--- src/rtl/sc_trace_capture.sv ---
// Execution-trace capture stage for sc_computer: circular buffer of pc/inst/aluout
// that stops POST_TRIG entries after a PC-match trigger and replays oldest-first.
module sc_trace_capture #(
    parameter int DEPTH_LOG2 = 4,
    parameter int POST_TRIG  = 8
) (
    input  logic                  clock,
    input  logic                  resetn,
    input  logic [31:0]           pc,
    input  logic [31:0]           inst,
    input  logic [31:0]           aluout,
    input  logic                  arm,
    input  logic [31:0]           trig_pc,
    input  logic                  rd_req,
    output logic [1:0]            state,
    output logic                  triggered,
    output logic [DEPTH_LOG2:0]   count,
    output logic                  rd_valid,
    output logic                  rd_last,
    output logic [31:0]           rd_pc,
    output logic [31:0]           rd_inst,
    output logic [31:0]           rd_alu
);

    localparam int DEPTH = 1 << DEPTH_LOG2;
    localparam logic [DEPTH_LOG2:0]   DEPTH_C = (DEPTH_LOG2 + 1)'(DEPTH);
    localparam logic [DEPTH_LOG2:0]   CNT_ONE = (DEPTH_LOG2 + 1)'(1);
    localparam logic [DEPTH_LOG2-1:0] PTR_ONE = DEPTH_LOG2'(1);
    localparam logic [DEPTH_LOG2-1:0] POST_LD = DEPTH_LOG2'(POST_TRIG);

    typedef enum logic [1:0] {S_IDLE, S_ARMED, S_POST, S_DONE} state_e;

    typedef struct packed {
        logic [31:0] pc;
        logic [31:0] inst;
        logic [31:0] alu;
    } entry_t;

    state_e                state_q;
    logic                  triggered_q;
    logic [DEPTH_LOG2:0]   count_q;
    logic [DEPTH_LOG2-1:0] wr_ptr_q;
    logic [DEPTH_LOG2-1:0] post_q;
    logic [DEPTH_LOG2:0]   rd_cnt_q;
    logic                  rd_valid_q;
    logic                  rd_last_q;
    entry_t                rd_q;
    entry_t                mem_q [DEPTH];

    logic                  capture_en;
    logic                  rd_ok;
    logic [DEPTH_LOG2:0]   count_d;
    logic [DEPTH_LOG2-1:0] oldest;
    logic [DEPTH_LOG2-1:0] rd_idx_d;

    // arm wins over everything, so the arm edge itself never writes an entry
    assign capture_en = (state_q == S_ARMED || state_q == S_POST) && !arm;
    assign count_d    = (count_q == DEPTH_C) ? count_q : count_q + CNT_ONE;
    // count saturates at DEPTH, so its MSB alone says the buffer has wrapped
    assign oldest     = count_q[DEPTH_LOG2] ? wr_ptr_q : '0;
    assign rd_idx_d   = oldest + rd_cnt_q[DEPTH_LOG2-1:0];
    assign rd_ok      = (state_q == S_DONE) && rd_req && (rd_cnt_q < count_q);

    // NOTE: the trace RAM has no reset; count=0 is what marks it empty, and
    // leaving it unreset lets it map onto plain memory.
    always_ff @(posedge clock) begin
        if (capture_en) begin
            mem_q[wr_ptr_q] <= '{pc: pc, inst: inst, alu: aluout};
        end
    end

    // NOTE: every sequential assignment is non-blocking so all state updates
    // see the values from before the edge, regardless of statement order.
    always_ff @(posedge clock or negedge resetn) begin
        if (!resetn) begin
            state_q     <= S_IDLE;
            triggered_q <= 1'b0;
            count_q     <= '0;
            wr_ptr_q    <= '0;
            post_q      <= '0;
            rd_cnt_q    <= '0;
            rd_valid_q  <= 1'b0;
            rd_last_q   <= 1'b0;
            rd_q        <= '0;
        end else if (arm) begin
            state_q     <= S_ARMED;
            triggered_q <= 1'b0;
            count_q     <= '0;
            wr_ptr_q    <= '0;
            post_q      <= '0;
            rd_cnt_q    <= '0;
            rd_valid_q  <= 1'b0;
            rd_last_q   <= 1'b0;
        end else begin
            rd_valid_q <= rd_ok;
            rd_last_q  <= rd_ok && (rd_cnt_q == count_q - CNT_ONE);
            if (rd_ok) begin
                rd_q     <= mem_q[rd_idx_d];
                rd_cnt_q <= rd_cnt_q + CNT_ONE;
            end
            case (state_q)
                S_ARMED: begin
                    wr_ptr_q <= wr_ptr_q + PTR_ONE;
                    count_q  <= count_d;
                    if (pc == trig_pc) begin
                        triggered_q <= 1'b1;
                        post_q      <= POST_LD;
                        state_q     <= (POST_TRIG == 0) ? S_DONE : S_POST;
                    end
                end
                S_POST: begin
                    wr_ptr_q <= wr_ptr_q + PTR_ONE;
                    count_q  <= count_d;
                    post_q   <= post_q - PTR_ONE;
                    if (post_q == PTR_ONE) begin
                        state_q <= S_DONE;
                    end
                end
                default: ;
            endcase
        end
    end

    assign state     = state_q;
    assign triggered = triggered_q;
    assign count     = count_q;
    assign rd_valid  = rd_valid_q;
    assign rd_last   = rd_last_q;
    assign rd_pc     = rd_q.pc;
    assign rd_inst   = rd_q.inst;
    assign rd_alu    = rd_q.alu;

endmodule

--- config.mk ---
export PLATFORM = sky130hd
export DESIGN_NAME = sc_trace_capture
export DESIGN_NICKNAME = d
export VERILOG_FILES = /design/src/rtl/sc_trace_capture.sv
export SDC_FILE = /design/constraint.sdc
export NUM_CORES = 2
export LEC_CHECK = 0
export CORE_ASPECT_RATIO = 1.25
export CORE_MARGIN = 8
export CORE_UTILIZATION = 35
export DETAILED_ROUTE_END_ITERATION = 6
export PLACE_DENSITY_LB_ADDON = 0.05
export SETUP_SLACK_MARGIN = 0.05
export SYNTH_ARGS = -nofsm -noshare
export SYNTH_HDL_FRONTEND = slang
export SYNTH_SLANG_ARGS = --single-unit
--- constraint.sdc ---
create_clock -name clock -period 7.1 [get_ports clock]
set_input_delay 0.71 -clock clock [delete_from_list [all_inputs] [get_ports clock]]
set_output_delay 0.71 -clock clock [all_outputs]
set_load 0.02 [all_outputs]
==> results by group <==
Critical path
  – Worst Path Arrival: 4840 ps
  – Slowest-stage cell, CP: fa_4
  – Slowest cell delay on critical path: 1430 ps
  – Buf/Inv on CP: 2
  – CP Class: reg -> reg
  – Critical Path Sink Type: register
  – CP max FO: 48
  – Required time worst endpoint: 7770 ps
  – CP cell instances: inv_1 -> nor2_1 -> ha_4 -> fa_4 -> buf_4 -> mux4_2 -> nand2_1 -> and3_1 -> a31oi_1 -> mux2_2
  – Crit path launch: count[4]$_DFFE_PN0P_
  – RR Startpoint: count[4]$_DFFE_PN0P_
  – Delay-heaviest family, CP: adder cells
  – Startpoint types: register

Clock tree
  – TritonCTS clock tree: yes
  – CTS Sinks: 1655
  – Clock-pin slew on the worst setup and hold paths: 60 ps
  – Longest Clk Path Bufs: 3
  – H-tree depth: 4
  – Total CTS buffers: 169
  – Worst-Skew Late Latency: 800 ps
  – Setup Fix Bufs, Post-CTS: 0
  – Root Buffer: clkbuf_16

Timing
  – Final max-slew violation count: 0
  – RSZ-0062 raised after global routing: false
  – Final Hold Vio Count: 0
  – Fin crit period: 4170 ps
  – Slew @ Worst Pin: 1080 ps
  – Hold Slack: 502 ps
  – Worst-case clock skew: 32.1 ps
  – Slew margin rel.: 0.280
  – Fin crit share: 0.588
  – Setup Total Neg Slack: 0 ps
  – Fmax: 0.240 GHz
  – Setup violations, final: 0

Route
  – Post-Route WL: 177000 µm
  – Mean routed wirelength per cell: 29.8 µm
  – Via Count: 31200
  – Drt drc: 0
  – Post-route ant nets: 0
  – TritonRoute pass-1 iters: 5
  – DRT iter0 DRCs: 2383
  – Vias/cell: 5.25

Global routing
  – Total grt overflow: 0
  – GRT Util Overall: 0.180
  – Number of global-route vias before repair: 33900
  – First-pass GRT wire length: 253000 µm
  – Antenna violations before repair: 24
  – Largest net degree at the start of global routing: 103

Synth
  – Synth Instances: 3084
  – Syn_nets: 3237
  – Top-count cell post-synth: edfxtp_1
  – Synth Flop Type: edfxtp_1
  – Cell type with the largest total area after synthesis: edfxtp_1
  – Syn. warnings: 0
  – Cell area after synthesis: 63700 µm²
  – Yosys cell types: 41
  – Top cell type's share of synthesized area: 0.724
  – Number of synthesized flops with an enable pin: 1536
  – Async SR Flop Fraction: 0.0719
  – Top cells by area, synth: edfxtp_1 72%, mux4_2 14%, dfrtp_1 4.7%
  – Sequential-to-total area share from yosys stat: 0.771
  – Synth Area per Inst: 20.7 µm²
  – Seq cells post-synth: 1655
  – Post-synth top cells: 1536 x edfxtp_1, 397 x nand2_1, 384 x mux4_2

Floorplanning
  – IO Pins: 238
  – Die height: 493 µm
  – Core Region: 181000 µm²
  – Area of the die: 196000 µm²
  – Die width: 398 µm
  – Row count: 175
  – Initial Util: 0.351

Finish
  – Layout cells sized above 1: 0.231
  – Nets: 3559
  – Area occupied by multi-input gates: 13900 µm²
  – Area Growth Syn to Fin: 17.3%
  – Register area: 49100 µm²
  – Fillcell total: 16000

Worst hold path
  – Hold Crit Class: reg -> reg
  – Hold path start: rd_inst[15]$_DFFE_PN0P_

Power and ir drop
  – Int Pwr: 16.3 mW
  – Logic pwr share: 0.043
  – Sequential share of power: 0.534
  – Maximum VDD drop: 0.167 mV
  – Pleak: 24.0 nW
  – Clock power share: 0.423
  – Switching share of power: 0.211
  – Power Density: 276 nW/µm²
  – Switching pwr: 4.37 mW

Placed design
  – Hpwl dp: 87400 µm
  – # port buffers: 237
  – Final RePlAce weighted congestion: 0.711

Job
  – Max-capacitance violation count: 0

Status
  – Status: complete, no violations
==> area by class of cell <==
type,count,area share
Antenna cell,12,0.000402
Clock buffer,230,0.0634
Inverter,17,0.000854
Sequential cell,1655,0.657
Clock inverter,83,0.00909
Multi-Input combinational cell,1249,0.186
Tap cell,2389,0.0400
Timing Repair Buffer,314,0.0426
==> stage by stage <==
stage               instances  power (mW)  utilization  area, µm²  setup WS, ps
floorplan                3084        11.6            -      63700          1120
finish                   5949        20.6        0.412      74700          2930
global route             5938        21.3        0.412      74700          2700
CTS                      5937        20.9        0.412      74700          2870
global placement         5623        12.1        0.382      69300          2900
detailed placement       5623        12.1        0.382      69300          2880
==> power by group through the flow <==
stage / logic [mW] / clock network, mW / registers (mW)
floorplan: 0.325 / 0 / 11.3
global placement: 0.899 / 0 / 11.2
detailed placement: 0.914 / 0 / 11.2
CTS: 0.918 / 8.99 / 11.0
global route: 0.965 / 9.32 / 11.0
finish: 0.893 / 8.73 / 11.0
==> metal layers <==
| metal | wire length, µm | global-route usage |
|---|---|---|
| met5 | 101 | 0 |
| met4 | 2750 | 0.0367 |
| met3 | 9230 | 0.0354 |
| met2 | 86000 | 0.296 |
| met1 | 78900 | 0.250 |
==> registers in the layout, summed over array words and instances (netlist names) <==
| signal | flops |
|---|---|
| mem_q | 1536 |
| rd_alu | 32 |
| rd_inst | 32 |
| rd_pc | 32 |
| count | 5 |
| rd_cnt_q | 5 |
| post_q | 4 |
| wr_ptr_q | 4 |
| state | 2 |
| rd_last | 1 |
| rd_valid | 1 |
| triggered | 1 |
==> cells in the final DEF (no fill, tap or decap), types with 3 or more instances in the layout <==
| cell type | netlist | final |
|---|---|---|
| a21oi_1 | 8 | 8 |
| a31oi_1 | 98 | 98 |
| and3_1 | 98 | 98 |
| buf_12 | 0 | 18 |
| buf_4 | 13 | 58 |
| bufinv_16 | 0 | 10 |
| clkbuf_1 | 62 | 42 |
| clkbuf_16 | 0 | 177 |
| clkbuf_8 | 0 | 11 |
| clkdlybuf4s50_1 | 0 | 236 |
| clkinv_1 | 0 | 33 |
| clkinv_2 | 0 | 28 |
| clkinvlp_4 | 0 | 4 |
| dfrtp_1 | 119 | 119 |
| diode_2 | 0 | 12 |
| edfxtp_1 | 1536 | 1536 |
| ha_1 | 20 | 19 |
| inv_1 | 17 | 17 |
| inv_6 | 0 | 5 |
| mux2_2 | 96 | 96 |
| mux4_2 | 384 | 384 |
| nand2_1 | 397 | 397 |
| nand3_1 | 13 | 13 |
| nand4_1 | 8 | 8 |
| nor2_1 | 32 | 16 |
| nor2_4 | 0 | 16 |
| nor2b_1 | 4 | 4 |
| nor3_1 | 4 | 4 |
| o21a_1 | 4 | 4 |
| o21ai_0 | 7 | 7 |
| o32ai_1 | 3 | 3 |
| or3_1 | 3 | 3 |
| xnor2_1 | 40 | 38 |
| xor2_1 | 9 | 7 |
==> final timing paths <==
kind                       cells past startpoint                      end  slack, ps
setup / recovery                              10     rd_pc[5]$_DFFE_PN0P_       2930
setup reg to reg                              10     rd_pc[5]$_DFFE_PN0P_       2930
min in group asynchronous                      2    rd_alu[1]$_DFFE_PN0P_        580
max in group asynchronous                      3  rd_inst[13]$_DFFE_PN0P_       5010
hold reg to reg                                1  rd_inst[15]$_DFFE_PN0P_        500
hold / removal                                 1  rd_inst[15]$_DFFE_PN0P_        500
==> cells by family after synthesis <==
family,Yosys count,share of synthesized area
AO/OA/AOI/OAI,126,0.0125
XOR/XNOR,49,0.00674
adder cells (fa/ha/maj),21,0.00424
buffers and inverters,180,0.0133
flip-flops,1655,0.771
multiplexers,483,0.153
AND/OR/NAND/NOR,570,0.0391
==> what timing repair did <==
item                      4_1_cts  5_1_grt
hold endpoints to repair       14        0
resized for setup               0        0
hold buffers                    1        0
(Power assumes the default switching activity.)
